===== src/rtl/rs_issue_bank_pkg.sv =====
// Shared constants for the reservation-station bank: station types, op codes,
// the tag-0 "no producer" convention and the per-entry state encoding.
package rs_issue_bank_pkg;

   localparam int TAG_W  = 5;
   localparam int DATA_W = 32;
   localparam int OP_W   = 4;
   localparam int TYPE_W = 3;
   localparam int AGE_W  = 3;

   localparam logic [TYPE_W-1:0] ST_ADD = 3'd1;
   localparam logic [TYPE_W-1:0] ST_MUL = 3'd2;
   localparam logic [TYPE_W-1:0] ST_LD  = 3'd3;
   localparam logic [TYPE_W-1:0] ST_ST  = 3'd4;

   localparam logic [OP_W-1:0] OP_ADD = 4'd0;
   localparam logic [OP_W-1:0] OP_SUB = 4'd1;
   localparam logic [OP_W-1:0] OP_AND = 4'd2;
   localparam logic [OP_W-1:0] OP_OR  = 4'd3;

   localparam logic [TAG_W-1:0] TAG_NONE = 5'd0;

   typedef enum logic [1:0] {
      ENT_FREE,
      ENT_WAIT,
      ENT_READY,
      ENT_EXEC
   } ent_state_t;

   function automatic logic [DATA_W-1:0] ext_imm(input logic [15:0] immd, input logic zext);
      return zext ? {16'h0000, immd} : {{16{immd[15]}}, immd};
   endfunction

endpackage


===== src/rtl/rs_issue_bank_if.sv =====
// Issue, CDB and functional-unit signals of one reservation-station bank.
// master = control unit / CDB / FU side, slave = the bank.
interface rs_issue_bank_if;
   import rs_issue_bank_pkg::*;

   logic              issuable;
   logic [TAG_W-1:0]  stnum_free;
   logic              issue_en;
   logic [TYPE_W-1:0] issue_type;
   logic [TAG_W-1:0]  issue_stnum;
   logic [OP_W-1:0]   issue_op;
   logic [DATA_W-1:0] issue_vj;
   logic [TAG_W-1:0]  issue_qj;
   logic [DATA_W-1:0] issue_vk;
   logic [TAG_W-1:0]  issue_qk;
   logic              issue_use_imm;
   logic [15:0]       issue_immd;
   logic              issue_imm_zext;
   logic              cdb_valid;
   logic [TAG_W-1:0]  cdb_tag;
   logic [DATA_W-1:0] cdb_data;
   logic              fu_ready;
   logic              fu_valid;
   logic [OP_W-1:0]   fu_op;
   logic [DATA_W-1:0] fu_a;
   logic [DATA_W-1:0] fu_b;
   logic [TAG_W-1:0]  fu_tag;

   modport master (
      input  issuable, stnum_free, fu_valid, fu_op, fu_a, fu_b, fu_tag,
      output issue_en, issue_type, issue_stnum, issue_op, issue_vj, issue_qj,
             issue_vk, issue_qk, issue_use_imm, issue_immd, issue_imm_zext,
             cdb_valid, cdb_tag, cdb_data, fu_ready
   );

   modport slave (
      output issuable, stnum_free, fu_valid, fu_op, fu_a, fu_b, fu_tag,
      input  issue_en, issue_type, issue_stnum, issue_op, issue_vj, issue_qj,
             issue_vk, issue_qk, issue_use_imm, issue_immd, issue_imm_zext,
             cdb_valid, cdb_tag, cdb_data, fu_ready
   );

endinterface


===== src/rtl/rs_issue_bank_entry.sv =====
// rs_entry: one reservation-station entry -- state FSM, operand capture at
// issue (with same-cycle CDB bypass) and CDB snooping while waiting.
module rs_entry
   import rs_issue_bank_pkg::*;
#(
   parameter logic [TAG_W-1:0] OWN_TAG = 5'd1
) (
   input  logic              clk,
   input  logic              rst,
   input  logic              issue_accept,
   input  logic [OP_W-1:0]   issue_op,
   input  logic [DATA_W-1:0] issue_vj,
   input  logic [TAG_W-1:0]  issue_qj,
   input  logic [DATA_W-1:0] issue_vk,
   input  logic [TAG_W-1:0]  issue_qk,
   input  logic              cdb_valid,
   input  logic [TAG_W-1:0]  cdb_tag,
   input  logic [DATA_W-1:0] cdb_data,
   input  logic              dispatch,
   output logic              is_free,
   output logic              is_ready,
   output logic [OP_W-1:0]   op,
   output logic [DATA_W-1:0] vj,
   output logic [DATA_W-1:0] vk
);

   ent_state_t        state_reg, state_next;
   logic [OP_W-1:0]   op_reg, op_next;
   logic [DATA_W-1:0] vj_reg, vj_next, vk_reg, vk_next;
   logic [TAG_W-1:0]  qj_reg, qj_next, qk_reg, qk_next;
   logic              snoop;

   always_comb begin
      state_next = state_reg;
      op_next    = op_reg;
      vj_next    = vj_reg;
      qj_next    = qj_reg;
      vk_next    = vk_reg;
      qk_next    = qk_reg;
      snoop      = 1'b0;
      case (state_reg)
         ENT_FREE: begin
            if (issue_accept) begin
               op_next = issue_op;
               vj_next = issue_vj;
               qj_next = issue_qj;
               vk_next = issue_vk;
               qk_next = issue_qk;
               snoop   = 1'b1;
            end
         end
         ENT_WAIT:  snoop = 1'b1;
         ENT_READY: if (dispatch) state_next = ENT_EXEC;
         ENT_EXEC:  if (cdb_valid && cdb_tag == OWN_TAG) state_next = ENT_FREE;
         default:   state_next = ENT_FREE;
      endcase
      // Snooping the freshly issued operands gives the issue/CDB bypass for free.
      if (snoop) begin
         if (cdb_valid && qj_next != TAG_NONE && qj_next == cdb_tag) begin
            vj_next = cdb_data;
            qj_next = TAG_NONE;
         end
         if (cdb_valid && qk_next != TAG_NONE && qk_next == cdb_tag) begin
            vk_next = cdb_data;
            qk_next = TAG_NONE;
         end
         state_next = (qj_next == TAG_NONE && qk_next == TAG_NONE) ? ENT_READY : ENT_WAIT;
      end
   end

   always_ff @(posedge clk) begin
      if (rst) begin
         state_reg <= ENT_FREE;
         op_reg    <= '0;
         vj_reg    <= '0;
         qj_reg    <= TAG_NONE;
         vk_reg    <= '0;
         qk_reg    <= TAG_NONE;
      end else begin
         state_reg <= state_next;
         op_reg    <= op_next;
         vj_reg    <= vj_next;
         qj_reg    <= qj_next;
         vk_reg    <= vk_next;
         qk_reg    <= qk_next;
      end
   end

   assign is_free  = (state_reg == ENT_FREE);
   assign is_ready = (state_reg == ENT_READY);
   assign op       = op_reg;
   assign vj       = vj_reg;
   assign vk       = vk_reg;

endmodule


===== src/rtl/rs_issue_bank.sv =====
// Reservation-station bank: allocation, dispatch selection and FU output registers.
// Optional RS_AGE_PRIO_EN: oldest-READY-first dispatch using per-entry age counters.
module rs_issue_bank
   import rs_issue_bank_pkg::*;
#(
   parameter int                NUM_ENT  = 3,
   parameter int                TAG_BASE = 1,
   parameter logic [TYPE_W-1:0] ST_TYPE  = ST_ADD
) (
   input logic           clk,
   input logic           rst,
   rs_issue_bank_if.slave bus
);

   logic [NUM_ENT-1:0] free_vec, ready_vec, accept_vec, dispatch_vec;
   logic [OP_W-1:0]    ent_op [NUM_ENT];
   logic [DATA_W-1:0]  ent_vj [NUM_ENT];
   logic [DATA_W-1:0]  ent_vk [NUM_ENT];
   logic [DATA_W-1:0]  vk_in;
   logic [TAG_W-1:0]   qk_in;
   logic               type_ok;

   logic               sel_found, sel_take;
   logic [OP_W-1:0]    sel_op;
   logic [DATA_W-1:0]  sel_a, sel_b;
   logic [TAG_W-1:0]   sel_tag;

   logic               fu_valid_reg;
   logic [OP_W-1:0]    fu_op_reg;
   logic [DATA_W-1:0]  fu_a_reg, fu_b_reg;
   logic [TAG_W-1:0]   fu_tag_reg;

   assign type_ok = bus.issue_en && (bus.issue_type == ST_TYPE);
   assign vk_in   = bus.issue_use_imm ? ext_imm(bus.issue_immd, bus.issue_imm_zext) : bus.issue_vk;
   assign qk_in   = bus.issue_use_imm ? TAG_NONE : bus.issue_qk;

   generate
      for (genvar gi = 0; gi < NUM_ENT; gi++) begin : g_ent
         localparam logic [TAG_W-1:0] ENT_TAG = TAG_W'(TAG_BASE + gi);

         // Only a slot that was FREE before the edge may accept, so a same-cycle free+issue is ignored.
         assign accept_vec[gi] = type_ok && (bus.issue_stnum == ENT_TAG) && free_vec[gi];

         rs_entry #(.OWN_TAG(ENT_TAG)) u_entry (
            .clk          (clk),
            .rst          (rst),
            .issue_accept (accept_vec[gi]),
            .issue_op     (bus.issue_op),
            .issue_vj     (bus.issue_vj),
            .issue_qj     (bus.issue_qj),
            .issue_vk     (vk_in),
            .issue_qk     (qk_in),
            .cdb_valid    (bus.cdb_valid),
            .cdb_tag      (bus.cdb_tag),
            .cdb_data     (bus.cdb_data),
            .dispatch     (dispatch_vec[gi]),
            .is_free      (free_vec[gi]),
            .is_ready     (ready_vec[gi]),
            .op           (ent_op[gi]),
            .vj           (ent_vj[gi]),
            .vk           (ent_vk[gi])
         );
      end
   endgenerate

`ifdef RS_AGE_PRIO_EN
   logic [AGE_W-1:0] age_reg [NUM_ENT];
   logic [AGE_W-1:0] best_age;

   generate
      for (genvar gi = 0; gi < NUM_ENT; gi++) begin : g_age
         always_ff @(posedge clk) begin
            if (rst) begin
               age_reg[gi] <= '0;
            end else if (accept_vec[gi]) begin
               age_reg[gi] <= '0;
            end else if (|accept_vec && age_reg[gi] != {AGE_W{1'b1}}) begin
               age_reg[gi] <= age_reg[gi] + 1'b1;
            end
         end
      end
   endgenerate
`endif

   always_comb begin
      sel_found    = 1'b0;
      sel_take     = 1'b0;
      sel_op       = '0;
      sel_a        = '0;
      sel_b        = '0;
      sel_tag      = TAG_NONE;
      dispatch_vec = '0;
`ifdef RS_AGE_PRIO_EN
      best_age     = '0;
`endif
      for (int i = 0; i < NUM_ENT; i++) begin
`ifdef RS_AGE_PRIO_EN
         // Strict compare keeps the lowest index on equal ages.
         sel_take = ready_vec[i] && (!sel_found || age_reg[i] > best_age);
         if (sel_take) best_age = age_reg[i];
`else
         sel_take = ready_vec[i] && !sel_found;
`endif
         if (sel_take) begin
            sel_found       = 1'b1;
            sel_op          = ent_op[i];
            sel_a           = ent_vj[i];
            sel_b           = ent_vk[i];
            sel_tag         = TAG_W'(TAG_BASE + i);
            dispatch_vec    = '0;
            dispatch_vec[i] = bus.fu_ready;
         end
      end
   end

   always_comb begin
      bus.stnum_free = TAG_NONE;
      for (int i = NUM_ENT - 1; i >= 0; i--) begin
         if (free_vec[i]) bus.stnum_free = TAG_W'(TAG_BASE + i);
      end
   end
   assign bus.issuable = |free_vec;

   always_ff @(posedge clk) begin
      if (rst) begin
         fu_valid_reg <= 1'b0;
         fu_op_reg    <= '0;
         fu_a_reg     <= '0;
         fu_b_reg     <= '0;
         fu_tag_reg   <= TAG_NONE;
      end else begin
         fu_valid_reg <= 1'b0;
         if (bus.fu_ready && sel_found) begin
            fu_valid_reg <= 1'b1;
            fu_op_reg    <= sel_op;
            fu_a_reg     <= sel_a;
            fu_b_reg     <= sel_b;
            fu_tag_reg   <= sel_tag;
         end
      end
   end

   assign bus.fu_valid = fu_valid_reg;
   assign bus.fu_op    = fu_op_reg;
   assign bus.fu_a     = fu_a_reg;
   assign bus.fu_b     = fu_b_reg;
   assign bus.fu_tag   = fu_tag_reg;

endmodule

===== src/flat_wrapper.sv =====
// flat-port wrapper written by rule: the top's interface ports become plain ports
module rs_issue_bank_flat import rs_issue_bank_pkg::*;
#(
   parameter int                NUM_ENT  = 3,
   parameter int                TAG_BASE = 1,
   parameter logic [TYPE_W-1:0] ST_TYPE  = ST_ADD
)
  (clk, rst, bus_issuable, bus_stnum_free, bus_fu_valid, bus_fu_op, bus_fu_a, bus_fu_b, bus_fu_tag, bus_issue_en, bus_issue_type, bus_issue_stnum, bus_issue_op, bus_issue_vj, bus_issue_qj, bus_issue_vk, bus_issue_qk, bus_issue_use_imm, bus_issue_immd, bus_issue_imm_zext, bus_cdb_valid, bus_cdb_tag, bus_cdb_data, bus_fu_ready);
  rs_issue_bank_if bus_i ();
  input logic clk;
  input logic rst;
  output wire logic [$bits(bus_i.issuable)-1:0] bus_issuable;
  output wire logic [$bits(bus_i.stnum_free)-1:0] bus_stnum_free;
  output wire logic [$bits(bus_i.fu_valid)-1:0] bus_fu_valid;
  output wire logic [$bits(bus_i.fu_op)-1:0] bus_fu_op;
  output wire logic [$bits(bus_i.fu_a)-1:0] bus_fu_a;
  output wire logic [$bits(bus_i.fu_b)-1:0] bus_fu_b;
  output wire logic [$bits(bus_i.fu_tag)-1:0] bus_fu_tag;
  input wire logic [$bits(bus_i.issue_en)-1:0] bus_issue_en;
  input wire logic [$bits(bus_i.issue_type)-1:0] bus_issue_type;
  input wire logic [$bits(bus_i.issue_stnum)-1:0] bus_issue_stnum;
  input wire logic [$bits(bus_i.issue_op)-1:0] bus_issue_op;
  input wire logic [$bits(bus_i.issue_vj)-1:0] bus_issue_vj;
  input wire logic [$bits(bus_i.issue_qj)-1:0] bus_issue_qj;
  input wire logic [$bits(bus_i.issue_vk)-1:0] bus_issue_vk;
  input wire logic [$bits(bus_i.issue_qk)-1:0] bus_issue_qk;
  input wire logic [$bits(bus_i.issue_use_imm)-1:0] bus_issue_use_imm;
  input wire logic [$bits(bus_i.issue_immd)-1:0] bus_issue_immd;
  input wire logic [$bits(bus_i.issue_imm_zext)-1:0] bus_issue_imm_zext;
  input wire logic [$bits(bus_i.cdb_valid)-1:0] bus_cdb_valid;
  input wire logic [$bits(bus_i.cdb_tag)-1:0] bus_cdb_tag;
  input wire logic [$bits(bus_i.cdb_data)-1:0] bus_cdb_data;
  input wire logic [$bits(bus_i.fu_ready)-1:0] bus_fu_ready;
  assign bus_issuable = bus_i.issuable;
  assign bus_stnum_free = bus_i.stnum_free;
  assign bus_fu_valid = bus_i.fu_valid;
  assign bus_fu_op = bus_i.fu_op;
  assign bus_fu_a = bus_i.fu_a;
  assign bus_fu_b = bus_i.fu_b;
  assign bus_fu_tag = bus_i.fu_tag;
  assign bus_i.issue_en = bus_issue_en;
  assign bus_i.issue_type = bus_issue_type;
  assign bus_i.issue_stnum = bus_issue_stnum;
  assign bus_i.issue_op = bus_issue_op;
  assign bus_i.issue_vj = bus_issue_vj;
  assign bus_i.issue_qj = bus_issue_qj;
  assign bus_i.issue_vk = bus_issue_vk;
  assign bus_i.issue_qk = bus_issue_qk;
  assign bus_i.issue_use_imm = bus_issue_use_imm;
  assign bus_i.issue_immd = bus_issue_immd;
  assign bus_i.issue_imm_zext = bus_issue_imm_zext;
  assign bus_i.cdb_valid = bus_cdb_valid;
  assign bus_i.cdb_tag = bus_cdb_tag;
  assign bus_i.cdb_data = bus_cdb_data;
  assign bus_i.fu_ready = bus_fu_ready;
  rs_issue_bank #(.NUM_ENT(NUM_ENT), .TAG_BASE(TAG_BASE), .ST_TYPE(ST_TYPE)) u_core (.clk(clk), .rst(rst), .bus(bus_i));
endmodule

===== config.mk =====
export PLATFORM = sky130hd
export DESIGN_NAME = rs_issue_bank_flat
export DESIGN_NICKNAME = d
export VERILOG_FILES = /design/src/rtl/rs_issue_bank_pkg.sv /design/src/rtl/rs_issue_bank_if.sv /design/src/rtl/rs_issue_bank_entry.sv /design/src/rtl/rs_issue_bank.sv /design/src/flat_wrapper.sv
export SDC_FILE = /design/constraint.sdc
export NUM_CORES = 1
export LEC_CHECK = 0
export CAP_MARGIN = 15
export CORE_MARGIN = 1.5
export CORE_UTILIZATION = 30
export DETAILED_ROUTE_END_ITERATION = 7
export PLACE_DENSITY = 0.5
export SLEW_MARGIN = 20
export SYNTH_ARGS = -nofsm -noshare
export SYNTH_HDL_FRONTEND = slang
export SYNTH_SLANG_ARGS = --single-unit

===== constraint.sdc =====
create_clock -name clk -period 6.15 [get_ports clk]
set_input_delay 1.845 -clock clk [delete_from_list [all_inputs] [get_ports clk]]
set_output_delay 1.845 -clock clk [all_outputs]
set_load 0.01 [all_outputs]

==> results.json <==
{
  "status": "finished clean",
  "track_usage_pct": 20.35,
  "vias": 14210,
  "yosys_most_used_dff": "dfxtp_1",
  "cpPeakStageDelay_ns": 0.75,
  "crit_family": "simple AND/OR/NAND/NOR gates",
  "ctsHoldBuffers": 0,
  "max-vdd-ir-drop_mv": 0.1404,
  "p_per_area_nw_per_um2": 238.6,
  "worstSetupEndpointType": "flip-flop",
  "coreArea_um2": 50170,
  "numCtsBuffers": 39,
  "yosys-top-cells-count": "334 x nand2_1, 311 x dfxtp_1, 287 x nor2_1",
  "startpoint": "bus_issue_stnum[0]",
  "clk_pin_slew_ns": 0.05,
  "maxSlewViolCount": 0,
  "synth-seq-cells": 311,
  "start_util_pct": 30.46,
  "clock_latency_ns": 0.55,
  "finClkSkew_ns": 0.01481,
  "min_from": "u_core.g_ent[0].u_entry.op[2]",
  "fin_crit_sh_pct": 78.35,
  "synth_area_per_cell_um2": 8.365,
  "cts_setup_buffers": 0,
  "syn_inst": 1827,
  "grt_max_degree": 147,
  "antenna_found_initial": 2,
  "io_pins": 226,
  "fillers": 5041,
  "required_ns": 6.58,
  "yosysSeqAreaShare_pct": 40.74,
  "tightestPinTransition_ns": 1.104,
  "wire_per_inst_um": 20.72,
  "globalRouteOverflowTotal": 0,
  "final_layout_size_suffix_gt1_share_pct": 8.418,
  "cts_buffer_depth": 3,
  "path_class": "input port to flip-flop",
  "yosys-top-cells-area": "dfxtp_1 41%, nand2_1 8.2%, mux2i_1 7.9%",
  "final-setup-viol-count": 0,
  "async_flop_share_pct": 0,
  "viasPerCell": 5.374,
  "r2r_slack_ns": 2.77,
  "areaGrowthSynthToFinish_pct": 25.75,
  "worst_hold_path.num_cells": 2,
  "gp_congestion": 0.8214,
  "grt_first_pass_wirelength_um": 83010,
  "dp_hpwl_um": 34060,
  "finalSetupTns_ns": 0,
  "crit_buf_inv": 3,
  "detail_route.wirelength_um": 54790,
  "clock-sinks": 311,
  "drtIter0Drc": 1424,
  "path_max_fanout": 18,
  "chipWidth_um": 228.7,
  "drc": 0,
  "dr.pass1.iters": 6,
  "critPathLaunchType": "input port",
  "crit_path_cell_trace": "clkdlybuf4s50_1, or4b_1, nor3_2, buf_4, mux2i_1, xor2_1, nand4_1, or3_2, buf_12, mux2i_1",
  "synth_cell_type_count": 69,
  "min_path_type": "flip-flop to flip-flop",
  "cts_tree": "yes",
  "slew_headroom_pct": 26.38,
  "fmax_mhz": 207.5,
  "fin_crit_ns": 4.819,
  "critPathArrivalTime_ns": 5.25,
  "row_count": 82,
  "die_h_um": 228.7,
  "die-area_um2": 52300,
  "worst-r2r-cell-count": 9,
  "io_buffer_count": 219,
  "cts_root_buf": "clkbuf_16",
  "synth.most_common_cell": "nand2_1",
  "critPathSlowestCell": "or3_2",
  "cpMostUsedCell": "mux2i_1",
  "hold_viol": 0,
  "syn_area_um2": 15280,
  "synth-edff-count": 0,
  "yosys.area.top_type": "dfxtp_1",
  "grt_pass1_vias": 13550,
  "layout.nets": 2094,
  "detail-route-antenna-nets": 0,
  "yosys_warnings": 0,
  "utilization_pct": 38.30,
  "maxCapViolCount": 0,
  "cts-resized-gates": 0,
  "rsz0062_at_grt": "false",
  "hold_end": "u_core.g_ent[0].u_entry.op[2]",
  "synth_top_area_share_pct": 40.74,
  "htree_levels": 2,
  "r2r-end": "u_core.g_ent[1].u_entry.vk[31]",
  "leakagePower_nw": 6.448,
  "r2r-start": "u_core.g_ent[1].u_entry.state_reg[1]"
}
worst max path at each step:
stage,to,depth (start not counted)
finish,u_core.g_ent[1].u_entry.vk[31],10
global route,u_core.g_ent[2].u_entry.vj[23],8
CTS,u_core.g_ent[1].u_entry.vk[20],10
detailed placement,u_core.g_ent[1].u_entry.vk[20],10
global placement,u_core.g_ent[1].u_entry.vk[29],10
floorplan,u_core.g_ent[1].u_entry.vk[10],11
per-stage QoR:
stage	hold WS [ns]	cells	total power, mW	cell area [um2]	worst slack [ns]
global route	0.4825	2645	4.752	19220	1.134
finish	0.4525	2645	4.584	19220	1.331
CTS	0.4531	2644	4.658	19210	1.339
floorplan	0.4314	1832	2.187	15300	1.859
global placement	0.4379	2579	2.374	17980	0.8218
detailed placement	0.4461	2579	2.374	17980	0.7794
cell families (layout without fill, tap and decap cells):
kind of cell              after synthesis  after routing  synth area share, %
DFF                                   311            311                40.74
buffers and inverters                 185            325                5.207
other                                   1              7              0.02454
and+or+nand+nor                       734            734                20.14
xor gates and xnor gates               30             30                1.719
AOI/OAI and AO/OA                     443            443                24.02
muxes                                 123            123                8.146
layout make-up:
class | instances | area (um2) | share of cell area, %
antenna | 1 | 2.502 | 0.01302
clock buffer | 56 | 1130 | 5.879
clock inverter | 9 | 103.9 | 0.5404
inverter | 8 | 30.03 | 0.1563
multi-input combinational | 1336 | 8382 | 43.62
sequential | 311 | 6226 | 32.40
tap | 672 | 840.8 | 4.375
timing repair buffer | 252 | 2502 | 13.02
metal layers:
layer / GRT usage [%] / share of wire (%) / vias up
li1: - / - / 6797
met1: 27.37 / 46 / 6867
met2: 32.22 / 45 / 469
met3: 3.955 / 6.3 / 79
met4: 7.450 / 2.8 / 2
met5: 0 / 0.024 / -
worst reg2reg max path, delay by kind of cell (launching register included):
family	cells	cell delay (ns)
simple gates	4	1.66
flops	1	0.38
buf+inv	2	0.57
mux	2	0.45
xor+xnor	1	0.19
cell usage in the layout (no fill, tap or decap), types with 50 or more instances in the layout:
master	netlist	layout
a211oi_1	71	71
a21oi_1	60	60
a222oi_1	68	68
a311oi_2	50	50
clkdlybuf4s50_1	0	217
dfxtp_1	311	311
mux2i_1	121	121
nand2_1	334	332
nor2_1	287	285
o21ai_0	77	77
power by group:
| part | internal (mW) | switching [mW] | total [mW] | leakage, nW |
|---|---|---|---|---|
| logic | 0.132 | 0.173 | 0.305 | 3.34 |
| clock network | 1.35 | 0.902 | 2.25 | 0.603 |
| registers | 2.02 | 0.00437 | 2.03 | 2.50 |
Power figures use the tool's default switching activity.
